[src/rtl/instr_encoder_loader.sv]
// Sequential instruction encoder and loader.
// Accepts symbolic instructions over a valid/ready stream, encodes each one
// into a 32-bit MIPS word and writes it to instruction memory through a
// req/ack port at consecutive word addresses starting at BASE_ADDR.
//
// Ports:
//   clk, rst_n          clock (rising edge), async active-low reset
//   start               one-cycle pulse, begins a session (IDLE / ERR only)
//   in_valid/in_ready   instruction stream handshake
//   in_op..in_last      symbolic instruction fields
//   imem_req/imem_ack   write handshake; imem_addr/imem_wdata held until ack
//   busy, done, err     session status (done is a one-cycle pulse)
//   err_code            0 none, 1 illegal op, 2 address overflow
//   count               words written in the current/last session
module instr_encoder_loader #(
    parameter int unsigned ADDR_W    = 8,
    parameter int unsigned BASE_ADDR = 0
) (
    input  logic              clk,
    input  logic              rst_n,
    input  logic              start,
    input  logic              in_valid,
    output logic              in_ready,
    input  logic [3:0]        in_op,
    input  logic [4:0]        in_rs,
    input  logic [4:0]        in_rt,
    input  logic [4:0]        in_rd,
    input  logic [15:0]       in_imm,
    input  logic [25:0]       in_target,
    input  logic              in_last,
    output logic              imem_req,
    input  logic              imem_ack,
    output logic [ADDR_W-1:0] imem_addr,
    output logic [31:0]       imem_wdata,
    output logic              busy,
    output logic              done,
    output logic              err,
    output logic [1:0]        err_code,
    output logic [ADDR_W:0]   count
);

    localparam int unsigned CNT_W = ADDR_W + 1;

    localparam logic [2:0] S_IDLE   = 3'd0;
    localparam logic [2:0] S_ACCEPT = 3'd1;
    localparam logic [2:0] S_WRITE  = 3'd2;
    localparam logic [2:0] S_DONE   = 3'd3;
    localparam logic [2:0] S_ERR    = 3'd4;

    localparam logic [1:0] ERR_NONE    = 2'd0;
    localparam logic [1:0] ERR_ILLEGAL = 2'd1;
    localparam logic [1:0] ERR_OVFL    = 2'd2;

    localparam logic [ADDR_W-1:0] BASE = ADDR_W'(BASE_ADDR);

    logic [2:0]        state, state_nxt;
    logic              last_q, last_nxt;
    logic [ADDR_W-1:0] addr_nxt;
    logic [31:0]       wdata_nxt;
    logic [CNT_W-1:0]  count_nxt;
    logic [1:0]        err_code_nxt;

    logic [31:0]       enc_word;
    logic              enc_illegal;

    // Encode the presented instruction into a MIPS word.
    always_comb begin
        enc_word    = 32'd0;
        enc_illegal = 1'b0;
        case (in_op)
            4'd0:    enc_word = {6'h00, in_rs, in_rt, in_rd, 5'd0, 6'h20};
            4'd1:    enc_word = {6'h00, in_rs, in_rt, in_rd, 5'd0, 6'h22};
            4'd2:    enc_word = {6'h00, in_rs, in_rt, in_rd, 5'd0, 6'h24};
            4'd3:    enc_word = {6'h00, in_rs, in_rt, in_rd, 5'd0, 6'h25};
            4'd4:    enc_word = {6'h00, in_rs, in_rt, in_rd, 5'd0, 6'h2A};
            4'd5:    enc_word = {6'h08, in_rs, in_rt, in_imm};
            4'd6:    enc_word = {6'h0D, in_rs, in_rt, in_imm};
            4'd7:    enc_word = {6'h0C, in_rs, in_rt, in_imm};
            4'd8:    enc_word = {6'h0A, in_rs, in_rt, in_imm};
            4'd9:    enc_word = {6'h23, in_rs, in_rt, in_imm};
            4'd10:   enc_word = {6'h2B, in_rs, in_rt, in_imm};
            4'd11:   enc_word = {6'h04, in_rs, in_rt, in_imm};
            4'd12:   enc_word = {6'h05, in_rs, in_rt, in_imm};
            4'd13:   enc_word = {6'h02, in_target};
            default: enc_illegal = 1'b1;
        endcase
    end

    // Next-state and datapath update.
    always_comb begin
        state_nxt    = state;
        last_nxt     = last_q;
        addr_nxt     = imem_addr;
        wdata_nxt    = imem_wdata;
        count_nxt    = count;
        err_code_nxt = err_code;
        case (state)
            S_IDLE, S_ERR: begin
                if (start) begin
                    addr_nxt     = BASE;
                    count_nxt    = '0;
                    err_code_nxt = ERR_NONE;
                    state_nxt    = S_ACCEPT;
                end
            end
            S_ACCEPT: begin
                if (in_valid) begin
                    if (enc_illegal) begin
                        err_code_nxt = ERR_ILLEGAL;
                        state_nxt    = S_ERR;
                    end else begin
                        wdata_nxt = enc_word;
                        last_nxt  = in_last;
                        state_nxt = S_WRITE;
                    end
                end
            end
            S_WRITE: begin
                if (imem_ack) begin
                    count_nxt = count + CNT_W'(1);
                    addr_nxt  = imem_addr + ADDR_W'(1);
                    if (last_q) begin
                        state_nxt = S_DONE;
                    end else if (&imem_addr) begin
                        // Next address would wrap onto already-written words.
                        err_code_nxt = ERR_OVFL;
                        state_nxt    = S_ERR;
                    end else begin
                        state_nxt = S_ACCEPT;
                    end
                end
            end
            S_DONE:  state_nxt = S_IDLE;
            default: state_nxt = S_IDLE;
        endcase
    end

    // State, datapath and status flags; flags track the state being entered.
    always_ff @(posedge clk or negedge rst_n) begin
        if (!rst_n) begin
            state      <= S_IDLE;
            last_q     <= 1'b0;
            imem_addr  <= BASE;
            imem_wdata <= 32'd0;
            count      <= '0;
            err_code   <= ERR_NONE;
            in_ready   <= 1'b0;
            imem_req   <= 1'b0;
            busy       <= 1'b0;
            done       <= 1'b0;
            err        <= 1'b0;
        end else begin
            state      <= state_nxt;
            last_q     <= last_nxt;
            imem_addr  <= addr_nxt;
            imem_wdata <= wdata_nxt;
            count      <= count_nxt;
            err_code   <= err_code_nxt;
            in_ready   <= (state_nxt == S_ACCEPT);
            imem_req   <= (state_nxt == S_WRITE);
            busy       <= (state_nxt == S_ACCEPT) || (state_nxt == S_WRITE);
            done       <= (state_nxt == S_DONE);
            err        <= (state_nxt == S_ERR);
        end
    end

endmodule

[config.mk]
export PLATFORM = sky130hd
export DESIGN_NAME = instr_encoder_loader
export DESIGN_NICKNAME = d
export VERILOG_FILES = /design/src/rtl/instr_encoder_loader.sv
export SDC_FILE = /design/constraint.sdc
export NUM_CORES = 1
export LEC_CHECK = 0
export CAP_MARGIN = 10
export CORE_UTILIZATION = 30
export DETAILED_ROUTE_END_ITERATION = 10
export GPL_ROUTABILITY_DRIVEN = 0
export GPL_TIMING_DRIVEN = 1
export HOLD_SLACK_MARGIN = 0.1
export PLACE_DENSITY = 0.61
export SETUP_SLACK_MARGIN = 0.3
export SLEW_MARGIN = 20
export SYNTH_ARGS = -nofsm -noshare
export SYNTH_HDL_FRONTEND = slang
export SYNTH_SLANG_ARGS = --single-unit
[constraint.sdc]
create_clock -name clk -period 3.6 [get_ports clk]
set_input_delay 0.54 -clock clk [delete_from_list [all_inputs] [get_ports clk]]
set_output_delay 0.54 -clock clk [all_outputs]
set_load 0.01 [all_outputs]
* After elaboration in Yosys (flattened, before gate mapping) *
Index checks and enable logic that the tools add are counted.

cells by class
  equal/unequal tests = 26
  reductions and logical operators = 11
  mux-type cells = 21
  $add $sub $neg = 2

operators with widths
  kind                                                                   count
  32-bit case mux with 14 select lines                                   1
  4-bit equality test, second input constant                             6
  3-bit two-way mux                                                      6
  9-bit two-way mux                                                      2
  9-bit case mux with 2 select lines                                     1
  4-bit by 3-bit equality test with 1-bit output, second input constant  4
  8-bit two-way mux                                                      2
  8-bit case mux with 2 select lines                                     1
  14-bit OR reduction                                                    1
  2-bit two-way mux                                                      6
  2-bit inequality test, second input constant                           6
  9-bit by 1-bit adder with 9-bit output, second input constant          1
  3-bit by 2-bit equality test with 1-bit output, second input constant  3
  3-bit case mux with 3 select lines                                     1
  8-bit by 1-bit adder with 8-bit output, second input constant          1
  4-bit by 2-bit equality test with 1-bit output, second input constant  2
  8-bit AND reduction                                                    1
  7-bit AND reduction                                                    1
  3-bit by 1-bit equality test with 1-bit output, second input constant  2
  3-bit equality test, second input constant                             2
  2-bit case mux with 3 select lines                                     1
  3-bit AND reduction                                                    2
  4-bit by 1-bit equality test with 1-bit output, second input constant  1
  4-bit logical NOT                                                      1
  other kinds (5)                                                        5

storage, ports and cells
  word-level logic and storage cells = 71
  register bits after elaboration = 60

* Depth between registers and ports, before layout *
  depth after elaboration = 7
  depth in mapped cells = 7

* Worst setup path before layout *
Ideal clock, no wire load.

  kind = input -> register
  start point = input port in_op[3]
  end point = register imem_wdata[16]
  slack = 1917 ps
  setup time = 126 ps
  data arrival time = 1557 ps
  stages on the path = 6
  cell sequence = buf_2 -> nand2_1 -> or2_2 -> buf_2 -> a221oi_1 -> nor2_1

between the ends
  cells in the longest elaborated chain, start to end = 3
  elaborated cells between the ends (all ways) = 17
  classes of those cells = eq/ne (13); mux (1); reduce/logical (3)

RTL lines
  what                                         RTL line  text
  start: declaration                           24        input logic [3:0] in_op,
  4-bit equality test (tied with other cells)  70        case (in_op)
  14-bit OR reduction (no line)                n/a
  3-bit AND reduction (no line)                n/a
  end signal: assignment                       156       imem_wdata <= wdata_nxt;
  end: declaration                             34        output logic [31:0] imem_wdata,

Several ways; a longest one is shown, not always the timed one.
A chain may end at the register's enable or synchronous reset.

* Final worst setup path *
  start point = input port in_op[3]
  end point = register in_ready

between the ends
  cells in the longest elaborated chain, start to end = 6
  elaborated cells between the ends (all ways) = 19
  classes of those cells = eq/ne (14); mux (3); reduce/logical (2)

RTL lines
  what                                              RTL line  text
  4-bit equality test (tied with other cells)       70
  14-bit OR reduction (no line) *                   n/a
  3-bit two-way mux *                               108       if (enc_illegal) begin
  3-bit two-way mux *                               107       if (in_valid) begin
  3-bit case mux with 3 select lines *              97        case (state)
  via state_nxt[1]                                  56        logic [2:0] state, state_nxt;
  3-bit by 1-bit equality test with 1-bit output *  159       in_ready <= (state_nxt == S_ACCEPT);
  end signal: assignment                            159
  end: declaration                                  23        output logic in_ready,

Mark *: on every way through the listed nets, which the timed path passes. The rest lies on a longest branch.

==> out/metrics.json <==
{
  "status": {
    "run_status": "complete, no violations"
  },
  "sta": {
    "fin_crit_sh_pct": 67.7,
    "skew_ns": 0.0100,
    "worst_slew_margin_rel_pct": 40.3,
    "worst_pin_slew_ns": 0.895,
    "timing_hold_violations_final": 0,
    "timing_max_transition_violations_final": 0,
    "finalCriticalPeriod_ns": 2.44,
    "tns_ns": 0,
    "rsz0062_at_grt": "false",
    "fmax_ghz": 0.411,
    "setup_viol_count_final": 0,
    "timing.final.ws_setup_ns": 1.16,
    "holdWs_ns": 0.166
  },
  "logic_synthesis": {
    "synth_compound_area_share_pct": 18.6,
    "ys.flop_type": "sky130_fd_sc_hd__dfrtp_1",
    "synth_nets": 379,
    "mappedNetlistArea_um2": 2980,
    "synthTopCellsByArea": "sky130_fd_sc_hd__dfrtp_1, sky130_fd_sc_hd__nor2_1, sky130_fd_sc_hd__a221oi_1, sky130_fd_sc_hd__nand2_1, sky130_fd_sc_hd__xnor2_1",
    "ys.warnings.count": 0,
    "synth-async-reset-ratio_pct": 100,
    "synth_area_per_cell_um2": 9.60,
    "yosys.cell_types.count": 53,
    "synth_seq_cells": 59,
    "yosys.area_share.simple_pct": 20.9,
    "synth_top_family_by_area": "simple AND/OR/NAND/NOR gates",
    "synth_edf_count": 0,
    "synthAdderAreaFrac_pct": 0.841,
    "synth.area.mux_share_pct": 0.378,
    "netlist.top_cell.by_area": "sky130_fd_sc_hd__dfrtp_1",
    "synth_xor_area_share_pct": 4.42,
    "synth.top_cell.area_share_pct": 49.6,
    "syn_inst": 310,
    "synth-seq-area-share_pct": 49.6
  },
  "floorplanning": {
    "ios": 123,
    "core_um2": 9420,
    "die_x_extent_um": 102,
    "rows": 35,
    "design.die.area_um2": 10300,
    "die_h_um": 102,
    "initial_utilization_pct": 31.6
  },
  "route": {
    "number_of_design_rule_violations_left_after_detail_routing": 0,
    "first_pass_iters": 5,
    "drt.antenna.violating_nets": 0,
    "totalWireLength_mm": 8.73,
    "routedWlPerCell_um": 15.7,
    "route.detailed.vias_per_inst": 4.96,
    "drt-initial-drc-count": 92,
    "routed-via-count": 2767
  },
  "cts": {
    "clockRootBuffer": "sky130_fd_sc_hd__clkbuf_8",
    "count_of_hold_buffers_inserted_by_post_cts_repair": 0,
    "cts-buffers-inserted": 9,
    "ctsResizeCount": 0,
    "htreeDepth": 3,
    "worst_skew_pair_later_pin_latency_ns": 0.34,
    "numClockSinks": 59,
    "post_cts_setup_buffers": 0,
    "tritoncts_clock_tree": "yes",
    "clk_pin_slew_worst_paths_ns": 0.07,
    "cts_max_path_buffers": 2
  },
  "setup_path": {
    "crit_path_max_fo": 18,
    "path_cells": "clkdlybuf4s50_1 -> nand3_1 -> nand2_1 -> buf_4 -> o21ai_0 -> a21oi_1",
    "r2r-start": "state[1]",
    "worst-endpoint-arrival_ns": 2.69,
    "worstSetupPathType": "in -> reg",
    "critical-path-slowest-cell": "sky130_fd_sc_hd__clkdlybuf4s50_1",
    "crit_path_launch_type": "input pin",
    "cp_capture_type": "flop",
    "worst_setup_path_startpoint": "in_op[3]",
    "critical_path.max_stage_delay_ns": 0.88,
    "data_required_critical_path_ns": 3.85
  },
  "run": {
    "drv_cap": 0
  },
  "global_route": {
    "first_global_vias": 2705,
    "number_of_antenna_violations_at_the_first_check_in_global_routing": 0,
    "globalRouteTotalUtil_pct": 18.0,
    "gr-total-overflow": 0,
    "grt_pass1_wl_mm": 13.9,
    "grt_start_max_net_pins": 38
  },
  "cells_and_area": {
    "area_added_between_synthesis_and_finish_pct": 48.7,
    "final_common_cell": "sky130_fd_sc_hd__clkdlybuf4s50_1",
    "most-common-layout-cells": "sky130_fd_sc_hd__clkdlybuf4s50_1, sky130_fd_sc_hd__dfrtp_1, sky130_fd_sc_hd__nor2_1",
    "nFillCells": 891,
    "drive_gt1_share_pct": 8.62,
    "antennaDiodeCount": 0,
    "fin_nets": 494
  },
  "power": {
    "share_clk_of_total_power_pct": 18.8,
    "power.static_leakage_nw": 1.77,
    "p_int_mw": 1.77,
    "share_comb_of_total_power_pct": 42.0,
    "power_frac_seq_pct": 39.2,
    "net-switching-power_mw": 0.965,
    "cellPowerDensity_nw_per_um2": 618,
    "switching_power_as_a_share_of_total_power_pct": 35.2,
    "vdd_drop_max_mv": 0.321,
    "post-layout-total-power_mw": 2.74
  },
  "placement": {
    "dp_hpwl_mm": 6.48,
    "detailedPlace.worstSlack_ns": 0.815,
    "io_buffer_count": 121
  },
  "min_path": {
    "hold_path.class": "in -> async"
  }
}
sequential cells by signal, summed over array words and instances (netlist names):
signal / flops
busy: 1
count: 9
done: 1
err: 1
err_code: 2
imem_addr: 8
imem_req: 1
imem_wdata: 31
in_ready: 1
last_q: 1
state: 3
critical path: cells and delay by family:
| kind | cells | cell delay [ns] |
|---|---|---|
| AOI/OAI and AO/OA | 2 | 0.28 |
| and+or+nand+nor | 2 | 0.67 |
| buffers and inverters | 2 | 1.19 |
metrics by stage:
step	std cells	area (µm²)	utilization [%]
2_1_floorplan	310	2980	-
3_3_place_gp	543	4270	45.3
3_5_place_dp	543	4270	45.3
4_1_cts	558	4430	47.0
5_1_grt	558	4430	47.0
6_report	558	4430	47.0
power by group through the flow:
stage	combinational [mW]	sequential (mW)	clock, mW
2_1_floorplan	0.487	1.12	0
3_3_place_gp	1.15	1.08	0
3_5_place_dp	1.16	1.07	0
4_1_cts	1.17	1.07	0.536
5_1_grt	1.27	1.11	0.564
6_report	1.15	1.07	0.515
final timing paths:
kind,to,slack [ns],depth (start not counted)
min in group clk,imem_wdata[13],0.49,2
hold / removal,count[6],0.17,1
setup / recovery,in_ready,1.16,6
hold reg to reg,imem_wdata[13],0.49,2
max in group asynchronous,imem_wdata[13],2.54,2
setup reg to reg,imem_wdata[25],1.62,5
Yosys cell counts (2+ instances only):
library cell and number:
sky130_fd_sc_hd__a211oi_2 4, sky130_fd_sc_hd__a21oi_1 14, sky130_fd_sc_hd__a221oi_1 17, sky130_fd_sc_hd__a222oi_1 6
sky130_fd_sc_hd__a31oi_1 2, sky130_fd_sc_hd__and2_1 6, sky130_fd_sc_hd__buf_2 8, sky130_fd_sc_hd__buf_4 2
sky130_fd_sc_hd__buf_6 3, sky130_fd_sc_hd__clkbuf_1 11, sky130_fd_sc_hd__dfrtp_1 59, sky130_fd_sc_hd__ha_1 2
sky130_fd_sc_hd__inv_1 6, sky130_fd_sc_hd__nand2_1 27, sky130_fd_sc_hd__nand2b_1 2, sky130_fd_sc_hd__nand3_1 7
sky130_fd_sc_hd__nand4_1 4, sky130_fd_sc_hd__nand4bb_1 2, sky130_fd_sc_hd__nor2_1 56, sky130_fd_sc_hd__nor2_2 3
sky130_fd_sc_hd__nor3_1 5, sky130_fd_sc_hd__nor4_1 3, sky130_fd_sc_hd__o211ai_1 2, sky130_fd_sc_hd__o21ai_0 13
sky130_fd_sc_hd__o221ai_1 2, sky130_fd_sc_hd__o31ai_1 3, sky130_fd_sc_hd__or2_2 2, sky130_fd_sc_hd__xnor2_1 11
sky130_fd_sc_hd__xor2_1 4
layout make-up:
type / instances / area [µm²] / share of cell area, %
inverter: 6 / 22.5 / 0.509
clock inverter: 3 / 15.0 / 0.339
sequential: 59 / 1480 / 33.4
clock buffer: 12 / 145 / 3.28
timing repair buffer: 128 / 1260 / 28.4
multi-input combinational: 221 / 1350 / 30.4
tap: 129 / 161 / 3.65
logic make-up (layout without fill, tap and decap cells):
kind of cell,Yosys count,count (layout)
other,1,1
xor gates and xnor gates,15,15
muxes,1,1
adders and majority gates,2,2
DFF,59,59
and+or+nand+nor,128,128
buffers and inverters,30,149
AOI/OAI and AO/OA,74,74
routing by layer:
layer  vias up  global-route usage (%)  share of wire (%)
li1       1340                       -                  -
met1      1301                    23.3                 45
met2       116                    27.4                 45
met3        10                    6.83                7.6
met4         0                    6.35                1.8
met5         -                       0                  0
(Power assumes the default switching activity.)
